==> src/rtl/lsu_bus_ctrl_if.sv <==
// Data-bus interface between lsu_bus_ctrl (master) and the memory/bus
// fabric (slave). Single outstanding transaction with a req/ack handshake.
//   bus_req   : master -> slave, request held until ack or abort
//   bus_addr  : master -> slave, word-aligned byte address
//   bus_we    : master -> slave, byte enables (0000 for loads)
//   bus_wdata : master -> slave, write data
//   bus_ack   : slave -> master, one-cycle completion strobe
//   bus_rdata : slave -> master, read data valid with bus_ack
interface lsu_bus_ctrl_if;
  logic        bus_req;
  logic [31:0] bus_addr;
  logic [3:0]  bus_we;
  logic [31:0] bus_wdata;
  logic        bus_ack;
  logic [31:0] bus_rdata;

  modport master (
    output bus_req, bus_addr, bus_we, bus_wdata,
    input  bus_ack, bus_rdata
  );

  modport slave (
    input  bus_req, bus_addr, bus_we, bus_wdata,
    output bus_ack, bus_rdata
  );
endinterface

==> src/rtl/lsu_bus_ctrl.sv <==
// Memory-side stage downstream of the load/store unit. Accepts one
// word-aligned access at a time, runs it on the data bus (req/ack, variable
// latency), returns the raw bus word and stalls the pipeline until done.
// Misaligned requests are rejected without bus activity; an unanswered
// request is aborted after TIMEOUT_CYCLES with a bus_err pulse.
// Ports:
//   clk, rst          : clock, synchronous active-high reset
//   mem_read/write    : load / store request (store wins if both set)
//   size, addr        : access size (00 b, 01 h, 1x w) and byte address
//   mem_we, mem_wdata : store byte enables and lane-replicated data
//   mem_rdata         : registered bus read word, valid in DONE
//   stall             : pipeline hold (combinational)
//   misaligned        : one-cycle pulse, access rejected
//   bus_err           : one-cycle pulse, timeout abort
//   bus               : data-bus master modport
module lsu_bus_ctrl #(
  parameter int unsigned TIMEOUT_CYCLES = 64,
  parameter int unsigned CNT_W          = 7
) (
  input  logic                  clk,
  input  logic                  rst,
  input  logic                  mem_read,
  input  logic                  mem_write,
  input  logic [1:0]            size,
  input  logic [31:0]           addr,
  input  logic [3:0]            mem_we,
  input  logic [31:0]           mem_wdata,
  output logic [31:0]           mem_rdata,
  output logic                  stall,
  output logic                  misaligned,
  output logic                  bus_err,
  lsu_bus_ctrl_if.master        bus
);

  typedef enum logic [1:0] {
    ST_IDLE,
    ST_BUSY,
    ST_DONE
  } state_t;

  localparam logic [CNT_W-1:0] LP_CNT_LAST = CNT_W'(TIMEOUT_CYCLES - 1);

  state_t           r_state,   w_state_nxt;
  logic [CNT_W-1:0] r_cnt,     w_cnt_nxt;
  logic             r_req,     w_req_nxt;
  logic [31:0]      r_addr,    w_addr_nxt;
  logic [3:0]       r_we,      w_we_nxt;
  logic [31:0]      r_wdata,   w_wdata_nxt;
  logic [31:0]      r_rdata,   w_rdata_nxt;
  logic             r_is_load, w_is_load_nxt;
  logic             r_mis,     w_mis_nxt;
  logic             r_err,     w_err_nxt;

  logic w_req;
  logic w_mis_cond;

  assign w_req = mem_read | mem_write;

  always_comb begin
    w_mis_cond = 1'b0;
    case (size)
      2'b00:   w_mis_cond = 1'b0;
      2'b01:   w_mis_cond = addr[0];
      default: w_mis_cond = |addr[1:0];
    endcase
  end

  always_comb begin
    w_state_nxt   = r_state;
    w_cnt_nxt     = r_cnt;
    w_req_nxt     = r_req;
    w_addr_nxt    = r_addr;
    w_we_nxt      = r_we;
    w_wdata_nxt   = r_wdata;
    w_rdata_nxt   = r_rdata;
    w_is_load_nxt = r_is_load;
    w_mis_nxt     = 1'b0;
    w_err_nxt     = 1'b0;

    case (r_state)
      ST_IDLE: begin
        if (w_req) begin
          if (w_mis_cond) begin
            w_mis_nxt = 1'b1;
          end else begin
            w_addr_nxt    = {addr[31:2], 2'b00};
            w_we_nxt      = mem_write ? mem_we : 4'b0000;
            w_wdata_nxt   = mem_wdata;
            w_is_load_nxt = ~mem_write;
            w_req_nxt     = 1'b1;
            w_cnt_nxt     = '0;
            w_state_nxt   = ST_BUSY;
          end
        end
      end
      ST_BUSY: begin
        // ack is checked before the limit so a same-edge ack wins
        if (bus.bus_ack) begin
          w_req_nxt   = 1'b0;
          if (r_is_load) begin
            w_rdata_nxt = bus.bus_rdata;
          end
          w_state_nxt = ST_DONE;
        end else if (r_cnt == LP_CNT_LAST) begin
          w_req_nxt   = 1'b0;
          w_err_nxt   = 1'b1;
          w_rdata_nxt = '0;
          w_state_nxt = ST_DONE;
        end else begin
          w_cnt_nxt = r_cnt + CNT_W'(1);
        end
      end
      ST_DONE: begin
        w_state_nxt = ST_IDLE;
      end
      default: begin
        w_state_nxt = ST_IDLE;
      end
    endcase
  end

  always_ff @(posedge clk) begin
    if (rst) begin
      r_state   <= ST_IDLE;
      r_cnt     <= '0;
      r_req     <= 1'b0;
      r_addr    <= '0;
      r_we      <= '0;
      r_wdata   <= '0;
      r_rdata   <= '0;
      r_is_load <= 1'b0;
      r_mis     <= 1'b0;
      r_err     <= 1'b0;
    end else begin
      r_state   <= w_state_nxt;
      r_cnt     <= w_cnt_nxt;
      r_req     <= w_req_nxt;
      r_addr    <= w_addr_nxt;
      r_we      <= w_we_nxt;
      r_wdata   <= w_wdata_nxt;
      r_rdata   <= w_rdata_nxt;
      r_is_load <= w_is_load_nxt;
      r_mis     <= w_mis_nxt;
      r_err     <= w_err_nxt;
    end
  end

  // A misaligned request in IDLE is rejected immediately, so it never stalls.
  assign stall = w_req & (r_state != ST_DONE) & ~((r_state == ST_IDLE) & w_mis_cond);

  assign mem_rdata     = r_rdata;
  assign misaligned    = r_mis;
  assign bus_err       = r_err;
  assign bus.bus_req   = r_req;
  assign bus.bus_addr  = r_addr;
  assign bus.bus_we    = r_we;
  assign bus.bus_wdata = r_wdata;

endmodule

==> src/flat_wrapper.sv <==
// flat-port wrapper written by rule: the top's interface ports become plain ports
module lsu_bus_ctrl_flat 
#(
  parameter int unsigned TIMEOUT_CYCLES = 64,
  parameter int unsigned CNT_W          = 7
)
  (clk, rst, mem_read, mem_write, size, addr, mem_we, mem_wdata, mem_rdata, stall, misaligned, bus_err, bus_bus_req, bus_bus_addr, bus_bus_we, bus_bus_wdata, bus_bus_ack, bus_bus_rdata);
  lsu_bus_ctrl_if bus_i ();
  input  logic clk;
  input  logic rst;
  input  logic mem_read;
  input  logic mem_write;
  input  logic [1:0] size;
  input  logic [31:0] addr;
  input  logic [3:0] mem_we;
  input  logic [31:0] mem_wdata;
  output logic [31:0] mem_rdata;
  output logic stall;
  output logic misaligned;
  output logic bus_err;
  output wire logic [$bits(bus_i.bus_req)-1:0] bus_bus_req;
  output wire logic [$bits(bus_i.bus_addr)-1:0] bus_bus_addr;
  output wire logic [$bits(bus_i.bus_we)-1:0] bus_bus_we;
  output wire logic [$bits(bus_i.bus_wdata)-1:0] bus_bus_wdata;
  input wire logic [$bits(bus_i.bus_ack)-1:0] bus_bus_ack;
  input wire logic [$bits(bus_i.bus_rdata)-1:0] bus_bus_rdata;
  assign bus_bus_req = bus_i.bus_req;
  assign bus_bus_addr = bus_i.bus_addr;
  assign bus_bus_we = bus_i.bus_we;
  assign bus_bus_wdata = bus_i.bus_wdata;
  assign bus_i.bus_ack = bus_bus_ack;
  assign bus_i.bus_rdata = bus_bus_rdata;
  lsu_bus_ctrl #(.TIMEOUT_CYCLES(TIMEOUT_CYCLES), .CNT_W(CNT_W)) u_core (.clk(clk), .rst(rst), .mem_read(mem_read), .mem_write(mem_write), .size(size), .addr(addr), .mem_we(mem_we), .mem_wdata(mem_wdata), .mem_rdata(mem_rdata), .stall(stall), .misaligned(misaligned), .bus_err(bus_err), .bus(bus_i));
endmodule
==> config.mk <==
export PLATFORM = sky130hd
export DESIGN_NAME = lsu_bus_ctrl_flat
export DESIGN_NICKNAME = d
export VERILOG_FILES = /design/src/rtl/lsu_bus_ctrl_if.sv /design/src/rtl/lsu_bus_ctrl.sv /design/src/flat_wrapper.sv
export SDC_FILE = /design/constraint.sdc
export NUM_CORES = 1
export LEC_CHECK = 0
export BUFFER_PORTS_ARGS = -buffer_cell sky130_fd_sc_hd__buf_2
export CAP_MARGIN = 20
export CORE_MARGIN = 2
export CORE_UTILIZATION = 44
export DETAILED_ROUTE_END_ITERATION = 8
export PLACE_DENSITY = 0.8
export SYNTH_ARGS = -nofsm -noshare
export SYNTH_HDL_FRONTEND = slang
export SYNTH_SLANG_ARGS = --single-unit
==> constraint.sdc <==
create_clock -name clk -period 2.1 [get_ports clk]
set_input_delay 0.42 -clock clk [delete_from_list [all_inputs] [get_ports clk]]
set_output_delay 0.42 -clock clk [all_outputs]
set_load 0.01 [all_outputs]
==> results.json, run 1 <==
{
  "status": "finished, final reports clean",
  "period_minus_slack_ns": 1.89,
  "drt_iter0_drc": 184,
  "via_per_inst": 5.09,
  "cts_sinks": 111,
  "hold_class": "input pin to flip-flop",
  "clockBufferDepth": 2,
  "post-route-util_pct": 60.6,
  "clock_skew_ns": 0.0128,
  "syn_inst": 443,
  "antenna_left": 0,
  "num_rows": 34,
  "htreeDepth": 3,
  "num_vias": 3831,
  "holdCritStartpoint": "bus_bus_rdata[30]",
  "synthFlopType": "dfxtp_1",
  "synth_top_cell_area_share_pct": 57.1,
  "syn2layout_area_growth_pct": 34.6,
  "clk_pin_slew_ns": 0.10,
  "synth_area_leader_cell": "dfxtp_1",
  "rrSetupSlack_ns": 0.21,
  "fp.dieH_um": 98.0,
  "ys.warnings.count": 0,
  "max_freq_ghz": 0.530,
  "ys_async_sr_fraction_pct": 0,
  "ys_types": 36,
  "ys_ff_latch": 111,
  "hold_depth": 2,
  "port_buffers": 208,
  "gp_congestion": 0.875,
  "tightestPinTransition_ns": 0.542,
  "required_ns": 2.35,
  "ys_top_cells_by_area": "dfxtp_1, nand2_1, a21oi_1",
  "reg2reg_to": "u_core.mem_rdata[8]$_SDFFE_PP0P_",
  "maxSlewHeadroom_pct": 63.9,
  "synthMostInstantiatedCell": "nand2_1",
  "start_kind": "flip-flop",
  "multi_input_area_um2": 1530,
  "final-seq-area_um2": 2220,
  "ios": 211,
  "die_w_um": 98.0,
  "drt_wl_total_mm": 10.2,
  "grt_pass1_vias": 3612,
  "hpwl_mm": 7.39,
  "coreArea_um2": 8640,
  "p_leak_uw": 0.00248,
  "reg2reg_from": "u_core.r_cnt[0]$_SDFFE_PP0P_",
  "setup_ws_ns": 0.212,
  "hold_violations": 0,
  "maxCapViolCount": 0,
  "path_class": "flip-flop to flip-flop",
  "synthesis.area_um2": 3890,
  "antenna_found_initial": 0,
  "power_density_nw_per_um2": 762,
  "fillers": 810,
  "cts-root-buf": "clkbuf_8",
  "wire_per_inst_um": 13.5,
  "num_antenna_cells": 0,
  "worst_ep_arrival_time_ns": 2.14,
  "drv_slew": 0,
  "hold_buffers": 0,
  "grt_usage_pct": 20.5,
  "seq_area_frac_synth_pct": 57.1,
  "grt_max_degree": 71,
  "placed_area_um2": 5060,
  "synth_edf_count": 0,
  "nNetsFinal": 747,
  "overflow": 0,
  "period_share_pct": 89.9,
  "grt_pass1_wl_mm": 16.5,
  "dr.pass1.iters": 5,
  "cts_setup_buffers": 0,
  "syn_area_per_cell_um2": 8.78,
  "drive_gt1_share_pct": 36.6,
  "cp-end-kind": "flip-flop",
  "pre_cts_slack_ns": 0.228,
  "vdd_drop_max_mv": 0.433,
  "netlist_top_cells_count": "nand2_1, dfxtp_1, a21oi_1",
  "rsz0062_at_grt": "false",
  "clock_latency_ns": 0.36,
  "drc": 0,
  "cts_made_buffers": 9,
  "final_cell_area_um2": 5230,
  "finalSetupTns_ns": 0,
  "critPathMaxFanout": 22,
  "start_util_pct": 45.0,
  "cts-resized-gates": 0,
  "dieArea_um2": 9610,
  "setup_viol": 0,
  "whs_endpoint": "u_core.mem_rdata[30]$_SDFFE_PP0P_",
  "cts_tree": "done",
  "r2r_cells": 6
}
-- per-layer routing --
layer	track usage, %	up-vias	routed length, um
li1	-	1896	-
met1	24.4	1764	4160
met2	36.9	154	5170
met3	4.22	17	682
met4	6.94	0	170
met5	0	-	0
-- placed cells by master (no fill, tap or decap), drive strengths merged, types with 8 or more instances in the layout --
| cell type | Yosys | layout |
|---|---|---|
| nand3 | 8 | 8 |
| nor2 | 10 | 10 |
| clkbuf | 25 | 11 |
| buf | 8 | 217 |
| a21oi | 71 | 71 |
| nand2 | 133 | 133 |
| a22o | 32 | 32 |
| dfxtp | 111 | 111 |
-- cell families after synthesis --
| kind of cell | after synthesis | share of synthesized area (%) |
|---|---|---|
| other | 1 | 0.0964 |
| flip-flops | 111 | 57.1 |
| adder cells (fa/ha/maj) | 1 | 0.322 |
| AND/OR/NAND/NOR | 173 | 18.9 |
| AO/OA/AOI/OAI | 121 | 19.7 |
| buffers and inverters | 36 | 3.86 |
-- worst max-delay path, stage by stage, from the launching register on --
cell and delay [ns]:
dfxtp_1 0.39, ha_1 0.23, nand4b_1 0.23, o31ai_1 0.33
a21oi_2 0.21, buf_12 0.21, a22o_1 0.18
-- report_power, final --
part           total (uW)  internal [uW]  switching, uW
Sequential           2250           2200           49.8
Clock                1170            447            719
Combinational         566            246            320
-- registers in the layout (all words and copies together), names as in the netlist --
| register | cells |
|---|---|
| u_core.bus.bus_addr | 30 |
| u_core.bus.bus_req | 1 |
| u_core.bus.bus_wdata | 32 |
| u_core.bus.bus_we | 4 |
| u_core.bus_err | 1 |
| u_core.mem_rdata | 32 |
| u_core.misaligned | 1 |
| u_core.r_cnt | 7 |
| u_core.r_is_load | 1 |
| u_core.r_state | 2 |
-- cell type report --
cell class                      count  area share [%]
Multi-Input combinational cell    297            29.2
Timing Repair Buffer              217            22.1
Clock inverter                      5           0.837
Sequential cell                   111            42.5
Inverter                            3           0.215
Tap cell                          108            2.58
Clock buffer                       11            2.51
-- worst max path at each step --
stage	from	end	slack [ns]
after floorplan	bus_bus_ack	u_core.r_cnt[5]$_SDFFE_PP0P_	0.46
after global placement	bus_bus_ack	u_core.r_cnt[5]$_SDFFE_PP0P_	0.26
after detailed placement	bus_bus_ack	u_core.r_cnt[5]$_SDFFE_PP0P_	0.23
after CTS	u_core.r_cnt[0]$_SDFFE_PP0P_	u_core.mem_rdata[16]$_SDFFE_PP0P_	0.21
after global routing	u_core.r_cnt[0]$_SDFFE_PP0P_	u_core.mem_rdata[14]$_SDFFE_PP0P_	0.05
final	u_core.r_cnt[0]$_SDFFE_PP0P_	u_core.mem_rdata[8]$_SDFFE_PP0P_	0.21
-- per-stage QoR --
stage / std cells / power, uW / hold WS, ns
final: 752 / 3990 / 0.271
after detailed placement: 736 / 2870 / 0.443
after CTS: 752 / 4020 / 0.255
after floorplan: 444 / 2590 / 0.435
after global routing: 752 / 4180 / 0.253
after global placement: 736 / 2850 / 0.438
Power figures use the tool's default switching activity.
==> run 2: changes to the inputs <==
--- a/config.mk
+++ b/config.mk
@@ -7,3 +7,3 @@
 export LEC_CHECK = 0
-export BUFFER_PORTS_ARGS = -buffer_cell sky130_fd_sc_hd__buf_2
+export BUFFER_PORTS_ARGS = -buffer_cell sky130_fd_sc_hd__clkbuf_2
 export CAP_MARGIN = 20
==> constraint.sdc (replaced) <==
create_clock -name clk -period 2.1 [get_ports clk]
set_input_delay 0.21 -clock clk [delete_from_list [all_inputs] [get_ports clk]]
set_output_delay 0.21 -clock clk [all_outputs]
set_load 0.01 [all_outputs]
==> results.json, run 2 (synthesis results as in run 1) <==
{
  "status": "finished, final reports clean",
  "clockBufferDepth": 2,
  "num_vias": 3850,
  "startpoint": "u_core.r_cnt[0]$_SDFFE_PP0P_",
  "clk_pin_slew_ns": 0.10,
  "grt_usage_pct": 20.6,
  "rrSetupSlack_ns": 0.30,
  "port_buffers": 208,
  "drt_iter0_drc": 165,
  "coreArea_um2": 8640,
  "path_cells": "ha_1 > nand4b_1 > o31ai_1 > a21oi_2 > buf_4 > a22o_1",
  "cts_made_buffers": 9,
  "cts-resized-gates": 0,
  "period_share_pct": 85.9,
  "critPathMaxFanout": 32,
  "total_power_uw": 4330,
  "grt_pass1_vias": 3596,
  "wire_per_inst_um": 13.7,
  "p_comb_share_pct": 12.6,
  "intPower_uw": 3260,
  "hold_buffers": 0,
  "max_freq_ghz": 0.554,
  "hold_violations": 0,
  "die_w_um": 98.0,
  "via_per_inst": 5.13,
  "cts-root-buf": "clkbuf_8",
  "clock_skew_ns": 0.0130,
  "hold_class": "input pin to flip-flop",
  "setup.worst_path.end": "u_core.mem_rdata[8]$_SDFFE_PP0P_",
  "maxCapViolCount": 0,
  "pwr-share-seq_pct": 52.1,
  "drc": 0,
  "slowest_delay_ns": 0.39,
  "clock_power_share_pct": 35.3,
  "cp_top_family": "compound AO/OA/AOI/OAI gates",
  "dr.pass1.iters": 5,
  "num_antenna_cells": 0,
  "power_density_nw_per_um2": 826,
  "p_leak_uw": 0.00243,
  "cts_tree": "done",
  "reg2reg_to": "u_core.mem_rdata[8]$_SDFFE_PP0P_",
  "r2r_cells": 6,
  "required_ns": 2.35,
  "drt_wl_total_mm": 10.3,
  "num_rows": 34,
  "cts_setup_buffers": 0,
  "finalSetupTns_ns": 0,
  "fp.dieH_um": 98.0,
  "period_minus_slack_ns": 1.80,
  "nNetsFinal": 746,
  "drive_gt1_share_pct": 36.7,
  "sw_frac_of_total_pct": 24.8,
  "final_common_cell": "clkbuf_2",
  "drv_slew": 0,
  "path_class": "flip-flop to flip-flop",
  "cp_slowest_cell": "dfxtp_1",
  "reg2reg_from": "u_core.r_cnt[0]$_SDFFE_PP0P_",
  "htreeDepth": 3,
  "worst_ep_arrival_time_ns": 2.05,
  "hpwl_mm": 7.36,
  "syn2layout_area_growth_pct": 34.9,
  "cp-end-kind": "flip-flop",
  "ios": 211,
  "grt_max_degree": 42,
  "cts_sinks": 111,
  "path_buf_inv": 1,
  "antenna_found_initial": 0,
  "antenna_left": 0,
  "vdd_drop_max_mv": 0.499,
  "overflow": 0,
  "rsz0062_at_grt": "false",
  "crit_cells": 6,
  "layout_common_cells": "clkbuf_2, nand2_1, dfxtp_1, a21oi_1, a22o_1",
  "start_kind": "flip-flop",
  "start_util_pct": 45.0,
  "gp_congestion": 0.845,
  "grt_pass1_wl_mm": 16.4,
  "clock_latency_ns": 0.36,
  "dieArea_um2": 9610,
  "switchingPower_uw": 1080,
  "setup_viol": 0
}
==> run 2: changes by cell type in the layout (fill, tap and decap cells not counted), sizes merged <==
cell	before	now
clkinvlp	0	2
buf	217	8
clkinv	4	0
inv	4	3
bufinv	0	3
clkbuf	11	219
==> run 2: stage by stage <==
stage                     area, um^2  hold WS (ns)  setup slack (ns)  utilization (%)  instances
after floorplan                 3890         0.306             0.487                -        444
after global placement          5000         0.427             0.424             57.9        735
after detailed placement        5000         0.430             0.353             57.9        735
after CTS                       5250        0.0346             0.327             60.8        751
after global routing            5250        0.0489             0.198             60.8        751
final                           5250        0.0553             0.296             60.8        751
==> run 2: worst min-delay path by stage <==
stage	cells after the start	from	end	slack (ns)
after detailed placement	2	bus_bus_rdata[13]	u_core.mem_rdata[13]$_SDFFE_PP0P_	0.43
final	2	bus_bus_rdata[0]	u_core.mem_rdata[0]$_SDFFE_PP0P_	0.06
after global routing	2	bus_bus_rdata[19]	u_core.mem_rdata[19]$_SDFFE_PP0P_	0.05
after floorplan	1	mem_write	u_core.r_is_load$_SDFFE_PP0P_	0.31
after global placement	2	bus_bus_rdata[23]	u_core.mem_rdata[23]$_SDFFE_PP0P_	0.43
after CTS	3	addr[12]	u_core.bus.bus_addr[12]$_SDFFE_PP0P_	0.03
==> run 2: cell type report <==
type	instances	area [um^2]
multi-input combinational	297	1530
sequential	111	2220
timing repair buffer	216	1100
clock buffer	11	141
tap	108	135
fill	764	3390
inverter	3	11.3
clock inverter	5	105
==> run 2: worst register-to-register path, stage by stage (launching register included) <==
cell,delay (ns)
dfxtp_1,0.39
ha_1,0.23
nand4b_1,0.20
o31ai_1,0.32
a21oi_2,0.09
buf_4,0.24
a22o_1,0.22
==> run 2: metal layers <==
metal	wire length (um)	vias to the layer above	GRT usage (%)
met5	0	-	0
met4	202	0	8.97
met2	5080	167	34.1
met3	787	18	5.30
met1	4260	1766	25.4
li1	-	1899	-
==> run 2: power by group through the flow <==
stage                     combinational (uW)  sequential [uW]  clock (uW)
after floorplan                          247             2350           0
final                                    547             2260        1530
after global routing                     609             2270        1630
after global placement                   535             2300           0
after detailed placement                 547             2300           0
after CTS                                550             2260        1570
==> run 3: changes to the inputs <==
Settings changed: CORE_UTILIZATION 44 to 30, PLACE_DENSITY 0.8 to 0.59.
==> results.json, run 3 (synthesis results as in run 1) <==
{
  "num_rows": 41,
  "clock_latency_ns": 0.35,
  "dr.pass1.iters": 5,
  "required_ns": 2.39,
  "slowest_delay_ns": 0.51,
  "setup_ws_ns": 0.365,
  "num_antenna_cells": 0,
  "drive_gt1_share_pct": 37.1,
  "cts_setup_buffers": 0,
  "cts-resized-gates": 0,
  "power_density_nw_per_um2": 839,
  "status": "finished, final reports clean",
  "start_util_pct": 30.8,
  "finalSetupTns_ns": 0,
  "reg2reg_to": "u_core.r_cnt[5]$_SDFFE_PP0P_",
  "rrSetupSlack_ns": 0.36,
  "cts_sinks": 111,
  "pre_cts_slack_ns": 0.384,
  "tightestPinTransition_ns": 0.506,
  "fp.dieH_um": 118,
  "holdCritStartpoint": "bus_bus_rdata[24]",
  "clk_pin_slew_ns": 0.07,
  "clock_skew_ns": 0.00604,
  "hold_class": "input pin to flip-flop",
  "critPathMaxFanout": 8,
  "path_buf_inv": 0,
  "hold_buffers": 0,
  "hold_depth": 2,
  "rsz0062_at_grt": "false",
  "grt_usage_pct": 15.4,
  "worst_ep_arrival_time_ns": 2.03,
  "ios": 211,
  "htreeDepth": 3,
  "final_common_cell": "clkbuf_2",
  "overflow": 0,
  "port_buffers": 208,
  "reg2reg_from": "u_core.r_state[0]$_SDFFE_PP0P_",
  "period_share_pct": 82.6,
  "hpwl_mm": 7.98,
  "layout_common_cells": "clkbuf_2, nand2_1, dfxtp_1, a21oi_1, a22o_1",
  "syn2layout_area_growth_pct": 39.9,
  "nNetsFinal": 748,
  "path_cells": "or3b_1 > or2_4 > or4_1 > nand3_1",
  "drc": 0,
  "die_w_um": 118,
  "cts-root-buf": "clkbuf_16",
  "drt_iter0_drc": 136,
  "setup_viol": 0,
  "maxSlewHeadroom_pct": 66.3,
  "cp-end-kind": "flip-flop",
  "whs_endpoint": "u_core.mem_rdata[24]$_SDFFE_PP0P_",
  "drv_slew": 0,
  "dieArea_um2": 13900,
  "antenna_left": 0,
  "via_per_inst": 4.71,
  "wire_per_inst_um": 13.3,
  "hold_violations": 0,
  "grt_max_degree": 43,
  "drt_wl_total_mm": 10.9,
  "p_leak_uw": 0.00248,
  "cp_top_family": "simple AND/OR/NAND/NOR gates",
  "clockBufferDepth": 2,
  "period_minus_slack_ns": 1.74,
  "r2r_cells": 4,
  "cp_slowest_cell": "or3b_1",
  "holdWs_ns": 0.0701,
  "vdd_drop_max_mv": 0.498,
  "antenna_found_initial": 0,
  "start_kind": "flip-flop",
  "gp_congestion": 0.889,
  "grt_pass1_wl_mm": 17.5,
  "max_freq_ghz": 0.576,
  "num_vias": 3848,
  "maxCapViolCount": 0,
  "grt_pass1_vias": 3604,
  "coreArea_um2": 12600,
  "path_class": "flip-flop to flip-flop",
  "post-route-util_pct": 43.1,
  "cts_made_buffers": 9,
  "cts_tree": "done"
}
-- run 3: changes by cell type in the layout (fill, tap and decap cells not counted), moves of 2 or more --
cell and change:
clkinv_4 +3, clkbuf_16 +9, clkbuf_8 -10, buf_12 +3, bufinv_16 -2
-- run 3: worst max path at each step --
stage                                   endpoint  cells past startpoint  slack [ns]                           start
6_report            u_core.r_cnt[5]$_SDFFE_PP0P_                      4        0.36  u_core.r_state[0]$_SDFFE_PP0P_
5_1_grt        u_core.mem_rdata[13]$_SDFFE_PP0P_                      6        0.25    u_core.r_cnt[0]$_SDFFE_PP0P_
2_1_floorplan       u_core.r_cnt[5]$_SDFFE_PP0P_                      5        0.49  u_core.r_state[0]$_SDFFE_PP0P_
3_3_place_gp        u_core.r_cnt[5]$_SDFFE_PP0P_                      4        0.42  u_core.r_state[0]$_SDFFE_PP0P_
3_5_place_dp        u_core.r_cnt[5]$_SDFFE_PP0P_                      4        0.38  u_core.r_state[0]$_SDFFE_PP0P_
4_1_cts             u_core.r_cnt[5]$_SDFFE_PP0P_                      4        0.38  u_core.r_state[0]$_SDFFE_PP0P_
-- run 3: final cells by class --
class | instances | area [um^2]
Clock buffer | 9 | 225
Clock inverter | 7 | 82.6
Fill cell | 1278 | 7180
Inverter | 3 | 11.3
Multi-Input combinational cell | 297 | 1530
Sequential cell | 111 | 2220
Tap cell | 172 | 215
Timing Repair Buffer | 218 | 1150
-- run 3: where the power goes --
group	internal, uW	switching [uW]	leakage, uW
logic	241	324	0.00143
clock network	940	802	0.000144
registers	2200	53.5	0.000904
-- run 3: routing by layer --
| metal | wire [um] | vias up | global-route usage, % |
|---|---|---|---|
| li1 | - | 1900 | - |
| met5 | 0 | - | 0 |
| met1 | 4440 | 1769 | 18.1 |
| met4 | 179 | 0 | 4.59 |
| met2 | 5310 | 164 | 25.5 |
| met3 | 944 | 15 | 6.35 |
-- run 3: worst register-to-register path, stage by stage (launching register included) --
cell and delay, ns:
dfxtp_1 0.42, or3b_1 0.51, or2_4 0.29, or4_1 0.39
nand3_1 0.07
-- run 3: through the flow --
step	std cells	power, uW	area (um^2)
global route	817	4790	5440
CTS	817	4640	5440
global placement	801	2860	5130
finish	817	4560	5440
detailed placement	801	2880	5130
floorplan	444	2590	3890
